===== src/rtl/uart_tx_sched.sv =====
// uart_tx_sched: round-robin arbiter sharing one UART transmitter among N_REQ byte sources.
// Builds 8N1 by default; define UART_TX_PARITY_EN for 8E1 (even parity after D7).
module uart_tx_sched #(
    parameter int N_REQ  = 4,
    parameter int DATA_W = 8
) (
    input  logic                       clk_50m,
    input  logic                       rst,
    input  logic                       tx_tick,
    input  logic [N_REQ-1:0]           req_valid,
    input  logic [N_REQ*DATA_W-1:0]    req_data,
    output logic [N_REQ-1:0]           req_ready,
    output logic                       tx_out,
    output logic                       busy,
    output logic [$clog2(N_REQ)-1:0]   grant_id
);
    localparam int IW = $clog2(N_REQ);

    typedef enum logic [2:0] {
        S_IDLE,
        S_START,
        S_DATA,
`ifdef UART_TX_PARITY_EN
        S_PARITY,
`endif
        S_STOP
    } state_t;

    state_t            r_state;
    logic [DATA_W-1:0] r_shreg;
    logic [2:0]        r_bit_cnt;
    logic [IW-1:0]     r_last;
    logic              r_stop_half;
`ifdef UART_TX_PARITY_EN
    logic              r_par;
`endif
    logic [IW-1:0]     w_win;
    logic [IW-1:0]     w_idx;
    logic              w_any;
    logic              w_hs;
    logic [DATA_W-1:0] w_byte;

    // Search from last+1 so the most recently served requester goes to the back.
    always_comb begin
        w_win = '0;
        w_any = 1'b0;
        w_idx = '0;
        for (int k = 1; k <= N_REQ; k++) begin
            w_idx = IW'((int'(r_last) + k) % N_REQ);
            if (!w_any && req_valid[w_idx]) begin
                w_any = 1'b1;
                w_win = w_idx;
            end
        end
    end

    assign req_ready = (!rst && r_state == S_IDLE && w_any) ? (N_REQ'(1) << w_win) : '0;
    assign w_hs      = |(req_valid & req_ready);
    assign w_byte    = req_data[w_win*DATA_W +: DATA_W];

    always_ff @(posedge clk_50m or posedge rst) begin
        if (rst) begin
            r_state     <= S_IDLE;
            r_shreg     <= '0;
            r_bit_cnt   <= '0;
            r_last      <= IW'(N_REQ - 1);
            r_stop_half <= 1'b0;
`ifdef UART_TX_PARITY_EN
            r_par       <= 1'b0;
`endif
            tx_out      <= 1'b1;
            busy        <= 1'b0;
            grant_id    <= '0;
        end else begin
            case (r_state)
                S_IDLE: begin
                    if (w_hs) begin
                        r_shreg  <= w_byte;
`ifdef UART_TX_PARITY_EN
                        r_par    <= ^w_byte;
`endif
                        grant_id <= w_win;
                        r_last   <= w_win;
                        busy     <= 1'b1;
                        r_state  <= S_START;
                    end
                end
                // A tick coincident with acceptance is skipped so the start bit gets a full period.
                S_START: begin
                    if (tx_tick) begin
                        tx_out    <= 1'b0;
                        r_bit_cnt <= '0;
                        r_state   <= S_DATA;
                    end
                end
                S_DATA: begin
                    if (tx_tick) begin
                        tx_out    <= r_shreg[0];
                        r_shreg   <= r_shreg >> 1;
                        r_bit_cnt <= r_bit_cnt + 3'd1;
                        if (r_bit_cnt == 3'd7) begin
`ifdef UART_TX_PARITY_EN
                            r_state <= S_PARITY;
`else
                            r_state <= S_STOP;
`endif
                        end
                    end
                end
`ifdef UART_TX_PARITY_EN
                S_PARITY: begin
                    if (tx_tick) begin
                        tx_out  <= r_par;
                        r_state <= S_STOP;
                    end
                end
`endif
                S_STOP: begin
                    if (tx_tick) begin
                        if (r_stop_half) begin
                            busy        <= 1'b0;
                            r_stop_half <= 1'b0;
                            r_state     <= S_IDLE;
                        end else begin
                            tx_out      <= 1'b1;
                            r_stop_half <= 1'b1;
                        end
                    end
                end
                default: r_state <= S_IDLE;
            endcase
        end
    end
endmodule

===== config.mk =====
export PLATFORM = sky130hd
export DESIGN_NAME = uart_tx_sched
export DESIGN_NICKNAME = d
export VERILOG_FILES = /design/src/rtl/uart_tx_sched.sv
export SDC_FILE = /design/constraint.sdc
export NUM_CORES = 1
export LEC_CHECK = 0
export ABC_CLOCK_PERIOD_IN_PS = 3600
export BUFFER_PORTS_ARGS = -buffer_cell sky130_fd_sc_hd__buf_2
export CAP_MARGIN = 20
export CORE_MARGIN = 4
export CORE_UTILIZATION = 54
export DETAILED_ROUTE_END_ITERATION = 8
export PLACE_DENSITY = 0.95
export SLEW_MARGIN = 5
export SYNTH_ARGS = -nofsm -noshare
export SYNTH_HDL_FRONTEND = slang
export SYNTH_SLANG_ARGS = --single-unit

===== constraint.sdc =====
create_clock -name clk_50m -period 3.6 [get_ports clk_50m]
set_clock_uncertainty 0.1 [all_clocks]
set_input_delay 0.18 -clock clk_50m [delete_from_list [all_inputs] [get_ports clk_50m]]
set_output_delay 0.18 -clock clk_50m [all_outputs]
set_load 0.05 [all_outputs]

==> qor.yml <==
global_route:
  grt_pass1_vias: 1427
  antenna_found_initial: 0
  grt_usage_pct: 21.39
  grt_max_degree: 21
  grt_pass1_wl_um: 5940
  globalRoute.totalOverflow: 0
pwr:
  peakVddDrop_mv: 0.4856
  power.density_mw_per_mm2: 833.2
  p_leak_uw: 0.0008232
floorplan:
  fp.dieArea_mm2: 0.003576
  core_mm2: 0.002522
  initial_core_util_pct: 57.44
  row_count: 18
  die_height_um: 59.80
  die_w_um: 59.80
  pin_count: 47
clocking:
  htreeDepth: 1
  clock_latency_ns: 0.30
  cts.sinks: 20
  cts.path.max_buffers: 2
  post_cts_buffers: 0
  path_clk_slew_ns: 0.11
  cts_tree: "done"
  ctsRootBufferMaster: "clkbuf_4"
  cts-buffers-inserted: 3
detailed_routing:
  drtIter0Drc: 67
  ant_nets: 0
  drc: 0
  routedWlPerCell_um: 14.55
  vias_per_cell: 6.016
  wl_um: 3536
  first_pass_iters: 4
  vias: 1462
run_status:
  status: "finished clean"
timing:
  relSlewSlack_pct: 45.14
  final_hold_viol_count: 0
  slew_viol_final: 0
  layout_worst_path_cycle_share_pct: 71.96
  post-route-min-period_ns: 2.591
  worst_pin_slew_ns: 0.8213
  setup_violations: 0
  setup_ws_ns: 1.009
  rsz0062_at_grt: "false"
  holdWs_ns: 0.1208
  fin_tns_setup_ns: 0
  fmax_mhz: 386.0
critical_path:
  worstSetupPathType: "flop to flop"
  worst_setup_path_end_kind: "flop"
  worstPathMaxFanout: 19
  crit_path_start_kind: "flop"
  arrival_ns: 2.68
  cp.required_ns: 3.69
place:
  pre_cts_ws_ns: 1.062
  dp_hpwl_um: 2806
  port_buffers: 46
  gp_congestion: 0.7975
synth:
  async_flop_share_pct: 100.0
  syn_inst: 169
  synth_flop_cell: "dfrtp_1"
  syn_avg_cell_area_um2: 8.573
  ys_top_cells_by_area: "dfrtp_1, nand2_1, mux2i_1"
  synth_top_area_share_pct: 29.36
  synth_top_area_cell: "dfrtp_1"
  netlist_area_mm2: 0.001449
  syn-num-nets: 214
  synth_edf_count: 0
  synth.lib_cells_used.distinct: 44
  yosys_warnings: 0
  yosysSeqAreaShare_pct: 34.80
  ys_ff_latch: 20
min_path:
  hp-class: "primary input to flop"
job:
  max-cap-violations: 0
cells_and_area:
  mostFrequentLayoutCell: "buf_2"
  final_cell_mix: "buf_2, nand2_1, nor2_1, dfrtp_1, inv_1"
  fillers: 223
  num-nets-final: 259
  area_growth_pct: 18.74
  antenna_cells: 0
  drive_above_1_share_pct: 27.23
## routing by layer
layer,wire (um),up-vias,global-route usage (%)
li1,-,711,-
met1,1424,676,27.30
met2,1754,62,37.19
met3,287,13,3.888
met4,70,0,5.063
met5,0,-,0
## sequential cells by signal (all words and copies together), names as in the netlist
register     flops
r_shreg          8
r_bit_cnt        3
grant_id         2
r_last           2
r_state          2
busy             1
r_stop_half      1
tx_out           1
## area by class of cell
cell class / count / area (um2) / area share (%)
multi-input combinational: 132 / 860.8 / 50.04
timing repair buffer: 48 / 247.7 / 14.40
sequential: 20 / 504.2 / 29.31
tap: 30 / 37.54 / 2.182
inverter: 9 / 33.78 / 1.964
clock buffer: 4 / 36.28 / 2.109
## critical path, stage by stage (launching register included)
cell      delay (ns)
dfrtp_1         0.41
inv_1           0.10
ha_1            0.15
buf_4           0.22
mux2i_1         0.13
a211oi_2        0.71
o21ai_0         0.27
a211o_1         0.29
o311ai_1        0.10
## cell usage after synthesis, types with 2 or more instances
library cell,number
mux2i_1,8
a31oi_1,2
dfrtp_1,17
nor3_1,3
a32o_1,2
o21ai_0,7
ha_1,6
nor2_1,17
a21boi_0,2
o32ai_1,4
and2_1,4
nand3_1,3
nand2_1,24
nand2b_1,4
a21oi_1,8
inv_1,9
dfstp_2,3
clkbuf_1,2
buf_6,2
o21ai_1,4
a211o_1,2
o311ai_1,2
a311oi_1,4
buf_2,4
a211oi_1,2
a221oi_1,4
or2_1,3
## logic make-up (layout without fill, tap and decap cells)
logic type	after synthesis	after routing	synth area share [%]
AO/OA/AOI/OAI	55	55	27.63
XOR/XNOR	1	1	0.6046
adder cells (fa/ha/maj)	6	6	5.181
buffers and inverters	17	61	5.786
flip-flops	20	20	34.80
multiplexers	9	9	6.304
AND/OR/NAND/NOR	61	61	19.69
## report_power, final
part / total (uW) / internal (uW) / switching, uW / leakage, uW
Sequential: 424 / 349 / 74.8 / 0.000233
Clock: 129 / 61.7 / 67.7 / 0.0000210
Combinational: 880 / 325 / 555 / 0.000569
Total: 1430 / 736 / 697 / 0.000823
## stage by stage
stage	area [um2]	utilization [%]	total power [uW]	instances
6_report	1720	68.20	1434	243
2_1_floorplan	1449	-	1130	169
4_1_cts	1720	68.20	1439	243
3_3_place_gp	1674	66.37	1266	238
3_5_place_dp	1674	66.37	1300	238
5_1_grt	1720	68.20	1573	243
## final timing paths
kind | endpoint | depth (start not counted) | startpoint | slack [ns]
hold / removal | r_shreg[5] | 3 | req_data[5] | 0.12
setup reg to reg | r_shreg[1] | 8 | r_state[0] | 1.01
hold reg to reg | grant_id[1] | 2 | grant_id[1] | 0.40
setup / recovery | r_shreg[1] | 8 | r_state[0] | 1.01
min in group asynchronous | busy | 3 | rst | 0.48
max in group asynchronous | r_shreg[2] | 3 | rst | 2.44
## timing repair
item	4_1_cts	5_1_grt
hold buffers	1	0
hold endpoints to repair	17	0
gates resized for setup	0	0
Note: power is estimated with default switching activity, not from simulation.
